**config.mk**
```make
export PLATFORM = sky130hd
export DESIGN_NAME = seven_seg_scanner
export DESIGN_NICKNAME = d
export VERILOG_FILES = /design/src/rtl/seven_seg_scanner_pkg.sv /design/src/rtl/seven_seg_scanner_bcd_to_seg.sv /design/src/rtl/seven_seg_scanner.sv
export SDC_FILE = /design/constraint.sdc
export NUM_CORES = 1
export LEC_CHECK = 0
export BUFFER_PORTS_ARGS = -buffer_cell sky130_fd_sc_hd__buf_2
export CAP_MARGIN = 15
export CORE_ASPECT_RATIO = 1.75
export CORE_MARGIN = 2
export CORE_UTILIZATION = 62
export CTS_CLUSTER_DIAMETER = 120
export CTS_CLUSTER_SIZE = 12
export DETAILED_ROUTE_END_ITERATION = 10
export PLACE_DENSITY = 0.84
export SLEW_MARGIN = 25
export SYNTH_ARGS = -nofsm -noshare
export SYNTH_HDL_FRONTEND = slang
export SYNTH_SLANG_ARGS = --single-unit
```
**constraint.sdc**
```tcl
create_clock -name clk100MHz -period 6.15 [get_ports clk100MHz]
set_input_delay 1.23 -clock clk100MHz [delete_from_list [all_inputs] [get_ports clk100MHz]]
set_output_delay 1.23 -clock clk100MHz [all_outputs]
set_load 0.005 [all_outputs]
```
**src/rtl/seven_seg_scanner_pkg.sv**
```systemverilog
// Shared definitions for the seven-segment scanner: segment patterns,
// scan FSM states and digit-count constants.
package seven_seg_scanner_pkg;

  // Number of display digits and the width of the digit index.
  localparam int unsigned NUM_DIGITS = 4;
  localparam int unsigned IDX_W      = 2;
  localparam logic [IDX_W-1:0] LAST_IDX = IDX_W'(NUM_DIGITS - 1);

  // Segment patterns, ordered {g,f,e,d,c,b,a}, active low.
  localparam logic [6:0] SEG_0     = 7'b1000000;
  localparam logic [6:0] SEG_1     = 7'b1111001;
  localparam logic [6:0] SEG_2     = 7'b0100100;
  localparam logic [6:0] SEG_3     = 7'b0110000;
  localparam logic [6:0] SEG_4     = 7'b0011001;
  localparam logic [6:0] SEG_5     = 7'b0010010;
  localparam logic [6:0] SEG_6     = 7'b0000010;
  localparam logic [6:0] SEG_7     = 7'b1111000;
  localparam logic [6:0] SEG_8     = 7'b0000000;
  localparam logic [6:0] SEG_9     = 7'b0010000;
  localparam logic [6:0] SEG_BLANK = 7'b1111111;

  // Scan controller states: BLANK until the first prescaler tick, then SCAN.
  typedef enum logic {
    ST_BLANK = 1'b0,
    ST_SCAN  = 1'b1
  } scan_state_t;

  // BCD code to active-low segment pattern; non-decimal codes show nothing.
  function automatic logic [6:0] seg_pattern(input logic [3:0] bcd);
    logic [6:0] pat;
    unique case (bcd)
      4'd0:    pat = SEG_0;
      4'd1:    pat = SEG_1;
      4'd2:    pat = SEG_2;
      4'd3:    pat = SEG_3;
      4'd4:    pat = SEG_4;
      4'd5:    pat = SEG_5;
      4'd6:    pat = SEG_6;
      4'd7:    pat = SEG_7;
      4'd8:    pat = SEG_8;
      4'd9:    pat = SEG_9;
      default: pat = SEG_BLANK;
    endcase
    return pat;
  endfunction

endpackage

```
**src/rtl/seven_seg_scanner_bcd_to_seg.sv**
```systemverilog
// Combinational BCD to seven-segment decoder (active-low outputs) with a
// blank override used for leading-zero suppression.
module seven_seg_scanner_bcd_to_seg
  import seven_seg_scanner_pkg::*;
(
  input  logic [3:0] i_bcd,
  input  logic       i_blank,
  output logic [6:0] o_seg
);

  // Blank overrides the decoded pattern; A-F decode to blank as well.
  always_comb begin
    o_seg = SEG_BLANK;
    if (!i_blank) begin
      o_seg = seg_pattern(i_bcd);
    end
  end

endmodule

```
**src/rtl/seven_seg_scanner.sv**
```systemverilog
// Four-digit common-anode multiplexed display driver. Captures the BCD
// metric and distance flag once per scan frame so a frame is never torn.
module seven_seg_scanner
  import seven_seg_scanner_pkg::*;
#(
  parameter int unsigned CLK_HZ     = 100_000_000,
  parameter int unsigned REFRESH_HZ = 1000
) (
  input  logic        clk100MHz,
  input  logic        reset_n,
  input  logic [15:0] digit_data,
  input  logic        distance_flag,
  output logic [3:0]  an,
  output logic [6:0]  seg,
  output logic        dp,
  output logic        frame_start
);

  localparam int unsigned DIV   = CLK_HZ / REFRESH_HZ;
  localparam int unsigned CNT_W = (DIV < 2) ? 1 : $clog2(DIV);
  localparam logic [CNT_W-1:0] CNT_LAST = CNT_W'(DIV - 1);

  if (DIV < 2) begin : g_div_check
    $error("seven_seg_scanner: CLK_HZ/REFRESH_HZ must be at least 2");
  end

  // Prescaler and scan state
  logic [CNT_W-1:0] r_count;
  scan_state_t      r_state;
  scan_state_t      w_state_next;
  logic [IDX_W-1:0] r_index;
  logic [IDX_W-1:0] w_index_next;
  logic             w_tick;
  logic             w_frame_tick;

  // Frame shadow of the input metric
  logic [15:0]      r_shadow_data;
  logic             r_shadow_flag;
  logic [15:0]      w_frame_data;
  logic             w_frame_flag;

  // Next displayed digit
  logic [3:0]       w_nibble;
  logic             w_d3_zero;
  logic             w_d2_zero;
  logic             w_d1_zero;
  logic             w_lz_blank;
  logic [6:0]       w_seg_next;
  logic [3:0]       w_an_next;
  logic             w_dp_next;

  // Registered outputs
  logic [3:0]       r_an;
  logic [6:0]       r_seg;
  logic             r_dp;
  logic             r_frame_start;

  // Prescaler: free-running 0..DIV-1, tick on the terminal count.
  always_ff @(posedge clk100MHz or negedge reset_n) begin
    if (!reset_n) begin
      r_count <= '0;
    end else if (w_tick) begin
      r_count <= '0;
    end else begin
      r_count <= r_count + CNT_W'(1);
    end
  end

  assign w_tick = (r_count == CNT_LAST);

  // Scan FSM state and digit index registers.
  always_ff @(posedge clk100MHz or negedge reset_n) begin
    if (!reset_n) begin
      r_state <= ST_BLANK;
      r_index <= '0;
    end else begin
      r_state <= w_state_next;
      r_index <= w_index_next;
    end
  end

  // Scan FSM next state: first tick leaves BLANK at digit 0, then walk 0..3.
  always_comb begin
    w_state_next = r_state;
    w_index_next = r_index;
    if (w_tick) begin
      unique case (r_state)
        ST_BLANK: begin
          w_state_next = ST_SCAN;
          w_index_next = '0;
        end
        ST_SCAN: begin
          w_index_next = (r_index == LAST_IDX) ? '0 : r_index + IDX_W'(1);
        end
        default: begin
          w_state_next = ST_BLANK;
          w_index_next = '0;
        end
      endcase
    end
  end

  assign w_frame_tick = w_tick && (w_index_next == '0);

  // Frame shadow: reload from the inputs on the tick that starts a frame.
  always_ff @(posedge clk100MHz or negedge reset_n) begin
    if (!reset_n) begin
      r_shadow_data <= '0;
      r_shadow_flag <= 1'b0;
    end else if (w_frame_tick) begin
      r_shadow_data <= digit_data;
      r_shadow_flag <= distance_flag;
    end
  end

  // The first digit of a frame is decoded from the incoming values, since the
  // shadow only takes them on that same edge.
  assign w_frame_data = w_frame_tick ? digit_data    : r_shadow_data;
  assign w_frame_flag = w_frame_tick ? distance_flag : r_shadow_flag;

  // Digit selection, leading-zero suppression, decimal point and anode enable.
  always_comb begin
    w_nibble   = w_frame_data[{w_index_next, 2'b00} +: 4];
    w_d3_zero  = (w_frame_data[15:12] == 4'd0);
    w_d2_zero  = (w_frame_data[11:8]  == 4'd0);
    w_d1_zero  = (w_frame_data[7:4]   == 4'd0);
    w_lz_blank = 1'b0;
    unique case (w_index_next)
      2'd3:    w_lz_blank = w_d3_zero;
      2'd2:    w_lz_blank = w_d3_zero && w_d2_zero && !w_frame_flag;
      2'd1:    w_lz_blank = w_d3_zero && w_d2_zero && w_d1_zero && !w_frame_flag;
      default: w_lz_blank = 1'b0;
    endcase
    w_dp_next = !((w_index_next == 2'd2) && w_frame_flag);
    w_an_next = ~(4'b0001 << w_index_next);
  end

  seven_seg_scanner_bcd_to_seg u_bcd_to_seg (
    .i_bcd   (w_nibble),
    .i_blank (w_lz_blank),
    .o_seg   (w_seg_next)
  );

  // Display registers: load the new digit on each tick, hold otherwise.
  always_ff @(posedge clk100MHz or negedge reset_n) begin
    if (!reset_n) begin
      r_an  <= '1;
      r_seg <= SEG_BLANK;
      r_dp  <= 1'b1;
    end else if (w_tick) begin
      r_an  <= w_an_next;
      r_seg <= w_seg_next;
      r_dp  <= w_dp_next;
    end
  end

  // Frame marker: one cycle, aligned with digit 0 appearing.
  always_ff @(posedge clk100MHz or negedge reset_n) begin
    if (!reset_n) begin
      r_frame_start <= 1'b0;
    end else begin
      r_frame_start <= w_frame_tick;
    end
  end

  assign an          = r_an;
  assign seg         = r_seg;
  assign dp          = r_dp;
  assign frame_start = r_frame_start;

endmodule

```
==> flow_summary_export.csv, run 1 <==
group,metric,value,unit
setup_path,crit_start,"r_count[0]$_DFF_PN0_",
routing,vias,1861,
routing,ant_nets,0,
routing,vias_per_cell,5.89,
setup_path,cpPeakStageDelay,0.74,ns
floorplanning,die_height,90.3,µm
sta,period_share,80.5,%
sta,whs,0.485,ns
placed_design,hpwlAfterDp,3950,µm
setup_path,path_depth,14,
clocking,cts_sinks,50,
power_and_ir_drop,ir_drop,225,µV
sta,period_needed,4.95,ns
floorplanning,fp.dieW,53.3,µm
setup_path,path_common_cell,"ha_1",
logic_synthesis,yosys_warnings,0,
logic_synthesis,avgSynthCellArea,11.2,µm²
floorplanning,initial_core_util,64.2,%
clocking,cts_tree,"yes",
setup_path,required,6.36,ns
setup_path,crit_path_start_kind,"register",
setup_path,slowest_stage,"mux2i_2",
logic_synthesis,netlist_area,2640,µm²
global_routing,grt_max_degree,51,
power_and_ir_drop,leakage,1.37,nW
run_status,status,"finished clean",
finish,synthToLayoutAreaGrowth,10.4,%
finish,diodes,0,
floorplanning,io_pins,32,
setup_path,crit_fanout,29,
setup_path,endpoint_kind,"register",
routing,wl_met3,175,µm
setup_path,arrival,5.17,ns
clocking,root_buffer,"clkbuf_8",
routing,wl,5370,µm
clocking,cts_buffers,5,
routing,drcViolationCount,0,
setup_path,cp_cell_sequence,"ha_1, and4_1, and4_4, mux2i_2, ha_1, nand2_1, mux2_1, o211ai_1, o21ai_0, inv_1, ha_1, inv_1, nor3_1, a211oi_1",
logic_synthesis,synth-edff-count,0,
routing,first_pass_iters,4,
clocking,path_clk_slew,0.09,ns
setup_path,crit_buf_inv,2,
setup_path,endpoint,"seg[3]$_DFFE_PN1N_",
run,cap_violations,0,
power_and_ir_drop,powerDensity,204,nW/µm²
routing,wl_per_cell,17.0,µm
clocking,holdBufCountCts,0,
routing,wl_met1,2220,µm
floorplanning,num_rows,31,
clocking,cts_setup_buffers,0,
sta,setup_viol,0,
global_routing,antenna_found_initial,0,
hold_path,min-delay-path-class,"register to register",
floorplanning,dieArea,4820,µm²
setup_path,critPathKind,"register to register",
logic_synthesis,yosysUniqueCellTypes,54,
sta,rsz0062_at_grt,"no",
setup_path,timing.rr.end,"seg[3]$_DFFE_PN1N_",
logic_synthesis,ys_seq_area_share,47.9,%
logic_synthesis,synth-async-reset-ratio,100,%
power_and_ir_drop,total_power,596,µW
finish,stdcell_count,316,
routing,top_layer,"met4",
setup_path,reg2reg_from,"r_count[0]$_DFF_PN0_",
placed_design,routabilityCongestion,0.886,
sta,worst_pin_slew,0.802,ns
floorplanning,coreArea,4110,µm²
logic_synthesis,ys_ff_latch,50,
placed_design,dp.cells,308,
setup_path,r2r_slack,1.20,ns
sta,max_freq,202,MHz
sta,hold_viol_final,0,
setup_path,crit_family,"simple AND/OR/NAND/NOR gates",
clocking,post_cts_resized,0,
global_routing,grt_remaining_overflow,0,
clocking,htree_levels,2,
sta,relSlewSlack,45.5,%
finish,multiInputGateArea,1260,µm²
global_routing,track_usage,25.1,%
global_routing,grt_pass1_wl,9070,µm
clocking,clk_path_buf_depth,2,
placed_design,port_buffers,31,
finish,seqCellArea,1270,µm²
setup_path,reg2reg_depth,14,
logic_synthesis,synth_cells,236,
routing,dr_wl_met2,2840,µm
finish,fillers,319,
finish,nNetsFinal,297,
sta,finClkSkew,0.0107,ns
sta,setup_tns,0,ns
logic_synthesis,synth_flop_cell,"dfrtp_1",
clocking,clk_latency,0.31,ns
finish,drive_gt1_share,28.5,%
sta,drv_slew,0,
global_routing,first_global_vias,1938,
logic_synthesis,syn_nets,267,
finish,final_util,70.9,%
routing,drtIter0Drc,39,
per-layer routing:
metal,vias to the layer above,track usage [%]
li1,902,-
met1,909,31.1
met2,41,41.9
met3,9,3.97
met4,0,10.5
met5,-,0
cells in the mapped netlist (all sizes together), types with 4 or more instances:
cell / n / share of area, %
xor2: 7 / 2.3
dfrtp: 38 / 36
inv: 11 / 1.6
mux2: 12 / 5.5
dfstp: 12 / 12
o21ai: 8 / 1.7
nand2: 13 / 2.1
xnor2: 9 / 3.0
nor2: 21 / 3.1
nand3: 8 / 1.5
and2: 4 / 0.95
buf: 7 / 2.2
mux2i: 5 / 2.2
and3: 7 / 1.7
or4: 7 / 2.0
ha: 12 / 5.7
or3: 4 / 0.95
a21oi: 4 / 0.76
o211ai: 6 / 2.1
a2111oi: 4 / 1.4
nand4: 5 / 1.4
nor3: 4 / 0.95
a21o: 4 / 1.1
worst min-delay path, cell delays in order, from the launching register on:
cell,delay (ns)
dfstp_2,0.38
nand2_1,0.04
o21ai_0,0.06
final cells by class:
type                       count  area share (%)
sequential                    50            43.4
multi-input combinational    165            43.3
timing repair buffer          32            5.66
clock buffer                   5            2.36
tap                           49            2.10
inverter                      12            1.59
clock inverter                 3            1.54
sequential cells by signal, summed over array words and instances, names as in the netlist:
name           flops
an                 4
r_index            2
r_shadow_data     16
seg                7
r_shadow_flag      1
dp                 1
frame_start        1
r_state            1
r_count           17
worst min-delay path by stage:
stage                               startpoint                          to  cells past startpoint
floorplan           r_shadow_data[2]$_DFF_PN0_  r_shadow_data[2]$_DFF_PN0_                      1
global placement    r_shadow_data[1]$_DFF_PN0_  r_shadow_data[1]$_DFF_PN0_                      1
detailed placement  r_shadow_data[1]$_DFF_PN0_  r_shadow_data[1]$_DFF_PN0_                      1
CTS                          an[1]$_DFFE_PN1N_           an[1]$_DFFE_PN1N_                      2
global route                 an[1]$_DFFE_PN1N_           an[1]$_DFFE_PN1N_                      2
finish                       an[1]$_DFFE_PN1N_           an[1]$_DFFE_PN1N_                      2
through the flow:
stage	setup WS, ns	cell area [µm²]
after floorplan	2.55	2640
after global routing	0.710	2920
after CTS	1.15	2920
after global placement	1.39	2800
after detailed placement	1.20	2800
final	1.20	2920
power by group:
| part | total (mW) | switching, mW | internal, mW |
|---|---|---|---|
| clock | 0.233 | 0.112 | 0.121 |
| sequential | 0.334 | 0.00183 | 0.333 |
| combinational | 0.0293 | 0.0176 | 0.0117 |
cells by family (layout without fill, tap and decap cells):
logic type	Yosys count	count (layout)	synth area share [%]
and+or+nand+nor	84	84	18.9
buffers and inverters	21	52	4.22
adders and majority gates	12	12	5.68
xor gates and xnor gates	16	16	5.31
AOI/OAI and AO/OA	36	36	10.2
muxes	17	17	7.72
DFF	50	50	47.9
cells in the final DEF (no fill, tap or decap), drive strengths merged, types with 8 or more instances in the layout:
cell / count
mux2: 12
o21ai: 8
dfstp: 12
buf: 32
nor2: 21
dfrtp: 38
xnor2: 9
nand2: 13
inv: 11
ha: 12
nand3: 8
(Power assumes the default switching activity.)
==> run 2, diff against run 1 <==
CORE_UTILIZATION = 52   (was 62)
PLACE_DENSITY = 0.75   (was 0.84)
clock period = 4.2 ns   (was 6.15 ns; I/O delays follow)
==> flow_summary_export.csv, run 2 (same netlist as run 1, synthesis figures left out) <==
group,metric,value,unit
global_routing,first_global_vias,2051,
clocking,cts_sinks,50,
floorplanning,coreArea,4930,µm²
finish,nNetsFinal,303,
routing,vias_per_cell,5.85,
power_and_ir_drop,ir_drop,215,µV
floorplanning,io_pins,32,
sta,relSlewSlack,57.6,%
finish,drive_gt1_share,30.4,%
run,cap_violations,0,
placed_design,dp_slack,0.268,ns
routing,ant_nets,0,
floorplanning,die_height,98.3,µm
sta,finClkSkew,0.0186,ns
sta,drv_slew,0,
global_routing,antenna_found_initial,0,
power_and_ir_drop,leakage,1.39,nW
sta,rsz0062_at_grt,"no",
routing,wl_per_cell,16.4,µm
sta,hold_viol_final,0,
routing,wl_met3,137,µm
floorplanning,num_rows,34,
global_routing,grt_remaining_overflow,0,
clocking,path_clk_slew,0.10,ns
finish,largest_reg_flops,17,
floorplanning,fp.dieW,57.9,µm
global_routing,track_usage,21.1,%
setup_path,crit_fanout,8,
power_and_ir_drop,total_power,800,µW
floorplanning,dieArea,5690,µm²
setup_path,critPathKind,"register to register",
finish,final_cell_mix,"dfrtp_1 (38), buf_2 (30), nor2_1 (20)",
clocking,cts_buffers,5,
routing,drtIter0Drc,82,
placed_design,routabilityCongestion,0.927,
sta,setup_tns,0,ns
global_routing,grt_pass1_wl,9430,µm
sta,setup_viol,0,
routing,wl_met1,2240,µm
sta,fin_ws,0.302,ns
clocking,holdBufCountCts,0,
finish,final_util,59.5,%
global_routing,grt_max_degree,51,
clocking,cts_tree,"yes",
placed_design,hpwlAfterDp,4060,µm
setup_path,required,4.41,ns
routing,top_layer,"met4",
power_and_ir_drop,p_comb_share,5.3,%
sta,max_freq,257,MHz
routing,drcViolationCount,0,
finish,diodes,0,
sta,whs,0.489,ns
sta,worst_pin_slew,0.636,ns
clocking,cts_setup_buffers,0,
finish,largest-register,"r_count",
placed_design,port_buffers,31,
setup_path,crit_path_start_kind,"register",
clocking,clk_path_buf_depth,2,
routing,dr_wl_met2,2850,µm
setup_path,arrival,4.11,ns
run_status,status,"finished clean",
finish,fillers,428,
power_and_ir_drop,pwr-share-clk,33.5,%
hold_path,min-delay-path-class,"register to register",
power_and_ir_drop,powerDensity,272,nW/µm²
routing,vias,1913,
clocking,root_buffer,"clkbuf_8",
clocking,post_cts_resized,0,
power_and_ir_drop,switching_share,22.5,%
setup_path,endpoint_kind,"register",
finish,synthToLayoutAreaGrowth,11.2,%
routing,first_pass_iters,4,
finish,layout_commonest_cell,"dfrtp_1",
floorplanning,initial_core_util,53.5,%
clocking,clk_latency,0.30,ns
power_and_ir_drop,p_int,620,µW
clocking,htree_levels,2,
routing,wl,5380,µm
power_and_ir_drop,netSwitchingPower,180,µW
sta,period_needed,3.90,ns
power_and_ir_drop,seqPwrFrac,61.1,%
sta,period_share,92.8,%
run 2: critical path: stages (launching register included):
cell      delay [ns]
dfrtp_1         0.40
ha_1            0.23
and4_2          0.30
and4_4          0.31
mux2i_1         0.27
inv_2           0.13
ha_1            0.20
or4_1           0.42
or4_1           0.47
a21oi_1         0.13
a31oi_1         0.05
o311a_1         0.37
o211ai_2        0.15
nor2_1          0.10
a221oi_2        0.27
run 2: final cells by class:
type,instances,area (µm²),area share (%)
Timing Repair Buffer,38,210,7.16
Sequential cell,50,1270,43.1
Clock inverter,2,10.0,0.341
Clock buffer,6,72.6,2.47
Tap cell,54,67.6,2.30
Multi-Input combinational cell,165,1260,43.1
Inverter,12,46.3,1.58
run 2: layer usage:
layer,up-vias,global-route usage [%]
met5,-,0
met2,39,36.5
met1,946,25.4
met4,0,9.30
met3,12,2.91
li1,916,-
run 2: worst paths after layout:
check	slack (ns)	endpoint	from	cells past startpoint
worst min register to register	0.49	r_count[0]$_DFF_PN0_	r_count[0]$_DFF_PN0_	1
worst max register to register	0.30	seg[4]$_DFFE_PN1N_	r_count[0]$_DFF_PN0_	14
worst min-delay path	0.49	r_count[0]$_DFF_PN0_	r_count[0]$_DFF_PN0_	1
min in group asynchronous	0.54	r_count[2]$_DFF_PN0_	reset_n	1
worst max-delay path	0.30	seg[4]$_DFFE_PN1N_	r_count[0]$_DFF_PN0_	14
max in group asynchronous	3.21	frame_start$_DFF_PN0_	reset_n	1
run 2: power groups by stage:
stage,Combinational (mW),Clock [mW],Sequential [mW]
5_1_grt,0.0484,0.300,0.490
4_1_cts,0.0436,0.278,0.489
2_1_floorplan,0.0192,0,0.498
3_3_place_gp,0.0428,0,0.498
6_report,0.0425,0.268,0.489
3_5_place_dp,0.0434,0,0.498
run 2: metrics by stage:
stage | instance area [µm²] | std cells
3_3_place_gp | 2850 | 319
6_report | 2940 | 327
5_1_grt | 2940 | 327
2_1_floorplan | 2640 | 236
4_1_cts | 2940 | 327
3_5_place_dp | 2850 | 319
==> run 3, diff against run 2 <==
SYNTH_HIERARCHICAL = 1   (was unset)
==> flow_summary_export.csv, run 3 <==
group,metric,value,unit
routing,wl_per_cell,15.9,µm
finish,largest_reg_flops,17,
setup_path,crit_start,"r_count[0]$_DFF_PN0_",
setup_path,crit_buf_inv,1,
sta,worst_pin_slew,0.426,ns
logic_synthesis,netlist_area,2640,µm²
hold_path,min-delay-path-class,"input pin to asynchronous set/reset pin",
global_routing,first_global_vias,2031,
routing,drcViolationCount,0,
finish,largest-register,"r_count",
placed_design,dp.cells,326,
setup_path,crit_family,"simple AND/OR/NAND/NOR gates",
clocking,holdBufCountCts,0,
clocking,cts_sinks,50,
global_routing,grt_remaining_overflow,0,
finish,final_cell_mix,"nand2_1 (39), dfrtp_1 (38), buf_2 (31)",
global_routing,grt_max_degree,36,
placed_design,dp_slack,0.362,ns
setup_path,arrival,4.05,ns
global_routing,grt_pass1_wl,9050,µm
sta,period_needed,3.81,ns
setup_path,cpPeakStageDelay,0.42,ns
logic_synthesis,synth_flop_cell,"dfrtp_1",
finish,drive_gt1_share,27.5,%
routing,vias,1859,
power_and_ir_drop,ir_drop,238,µV
sta,rsz0062_at_grt,"no",
sta,finClkSkew,0.00430,ns
floorplanning,die_height,98.3,µm
routing,wl,5310,µm
floorplanning,num_rows,34,
clocking,cts_setup_buffers,0,
finish,diodes,0,
setup_path,slowest_stage,"nor4b_1",
placed_design,hpwlAfterDp,4100,µm
floorplanning,initial_core_util,53.6,%
floorplanning,coreArea,4930,µm²
setup_path,reg2reg_from,"r_count[0]$_DFF_PN0_",
floorplanning,io_pins,32,
logic_synthesis,netlist_top_cells_area,"dfrtp_1 (36%), dfstp_2 (12%), ha_1 (5.7%), nand2_1 (5.5%), mux2_4 (4.5%)",
clocking,root_buffer,"clkbuf_8",
run_status,status,"finished clean",
clocking,clk_latency,0.29,ns
placed_design,port_buffers,31,
clocking,clk_path_buf_depth,2,
clocking,post_cts_resized,0,
logic_synthesis,yosys_warnings,6,
logic_synthesis,synth-async-reset-ratio,100,%
sta,setup_viol,0,
global_routing,antenna_found_initial,0,
finish,stdcell_count,334,
finish,layout_commonest_cell,"nand2_1",
finish,nNetsFinal,310,
logic_synthesis,avgSynthCellArea,11.0,µm²
sta,period_share,90.7,%
sta,drv_slew,0,
sta,max_freq,263,MHz
clocking,htree_levels,2,
routing,vias_per_cell,5.57,
setup_path,crit_path_start_kind,"register",
sta,fin_ws,0.393,ns
logic_synthesis,synth_cells,240,
sta,setup_tns,0,ns
placed_design,placed_area,2880,µm²
floorplanning,fp.dieW,57.9,µm
finish,synthToLayoutAreaGrowth,12.0,%
logic_synthesis,syn_nets,271,
logic_synthesis,synth-edff-count,0,
sta,relSlewSlack,71.4,%
sta,hold_viol_final,0,
setup_path,cp_cell_sequence,"ha_1, and4_1, nand4b_1, nor4b_1, a21oi_2, ha_1, nand2_8, mux2_4, mux2_2, mux2_2, inv_1, ha_1, nor3b_2, a21oi_1, nand2_1, nand2_1",
power_and_ir_drop,powerDensity,275,nW/µm²
setup_path,crit_fanout,19,
setup_path,r2r_slack,0.39,ns
logic_synthesis,synth_area_leader_cell,"dfrtp_1",
routing,first_pass_iters,5,
logic_synthesis,synth_top_area_share,36.0,%
floorplanning,dieArea,5690,µm²
logic_synthesis,yosysUniqueCellTypes,49,
logic_synthesis,yosysMostFrequentCell,"nand2_1",
setup_path,required,4.44,ns
finish,fillers,434,
setup_path,path_common_cell,"ha_1",
clocking,cts_buffers,5,
power_and_ir_drop,leakage,1.41,nW
global_routing,track_usage,21.0,%
placed_design,routabilityCongestion,0.884,
setup_path,critPathKind,"register to register",
logic_synthesis,ys_ff_latch,50,
clocking,cts_tree,"yes",
sta,whs,0.444,ns
routing,ant_nets,0,
setup_path,endpoint_kind,"register",
clocking,path_clk_slew,0.08,ns
routing,drtIter0Drc,56,
logic_synthesis,ys_seq_area_share,47.9,%
run,cap_violations,0,
logic_synthesis,synth_top_cells_by_count,"nand2_1 (39), dfrtp_1 (38), dfstp_2 (12), ha_1 (12), nor2_1 (12)",
finish,final_area,2960,µm²
==> run 3: per-layer routing <==
layer	vias to the layer above	track usage, %	part of all wire [%]
met3	13	4.37	2.4
met5	-	0	0
li1	916	-	-
met4	0	10.2	3.2
met2	31	39.1	56
met1	899	21.0	38
==> run 3: where the power goes <==
| part | switching [mW] | leakage, nW | internal [mW] |
|---|---|---|---|
| clock | 0.143 | 0.0395 | 0.119 |
| combinational | 0.0321 | 0.767 | 0.0260 |
| sequential | 0.00380 | 0.600 | 0.489 |
==> run 3: final cells by class <==
class                      instances  area, µm²  share of cell area [%]
clock buffer                       8       80.1                    2.70
multi-input combinational        175       1310                    44.1
sequential                        50       1270                    42.8
timing repair buffer              38        208                    7.02
tap                               54       67.6                    2.28
inverter                           9       33.8                    1.14
==> run 3: logic make-up (layout without fill, tap and decap cells) <==
logic type      after synthesis  count (layout)  synth area share, %
fa+ha+maj                    12              12                 5.68
flops                        50              50                 47.9
buf+inv                      15              55                 2.74
compound gates               26              26                 6.15
xor+xnor                     14              14                 4.64
simple gates                 95              95                 20.1
mux                          28              28                 12.8
==> run 3: final timing paths <==
check / to / cells past startpoint
min in group clk100MHz: seg[1]$_DFFE_PN1N_ / 2
min reg2reg: seg[1]$_DFFE_PN1N_ / 2
max reg2reg: seg[3]$_DFFE_PN1N_ / 16
min: r_shadow_data[6]$_DFF_PN0_ / 1
max in group asynchronous: seg[5]$_DFFE_PN1N_ / 2
max: seg[3]$_DFFE_PN1N_ / 16
==> run 3: through the flow <==
stage                     utilization (%)  total power [mW]
final                                60.0             0.813
after global routing                 60.0             0.852
after CTS                            60.0             0.828
after detailed placement             58.4             0.561
after global placement               58.4             0.559
after floorplan                         -             0.533
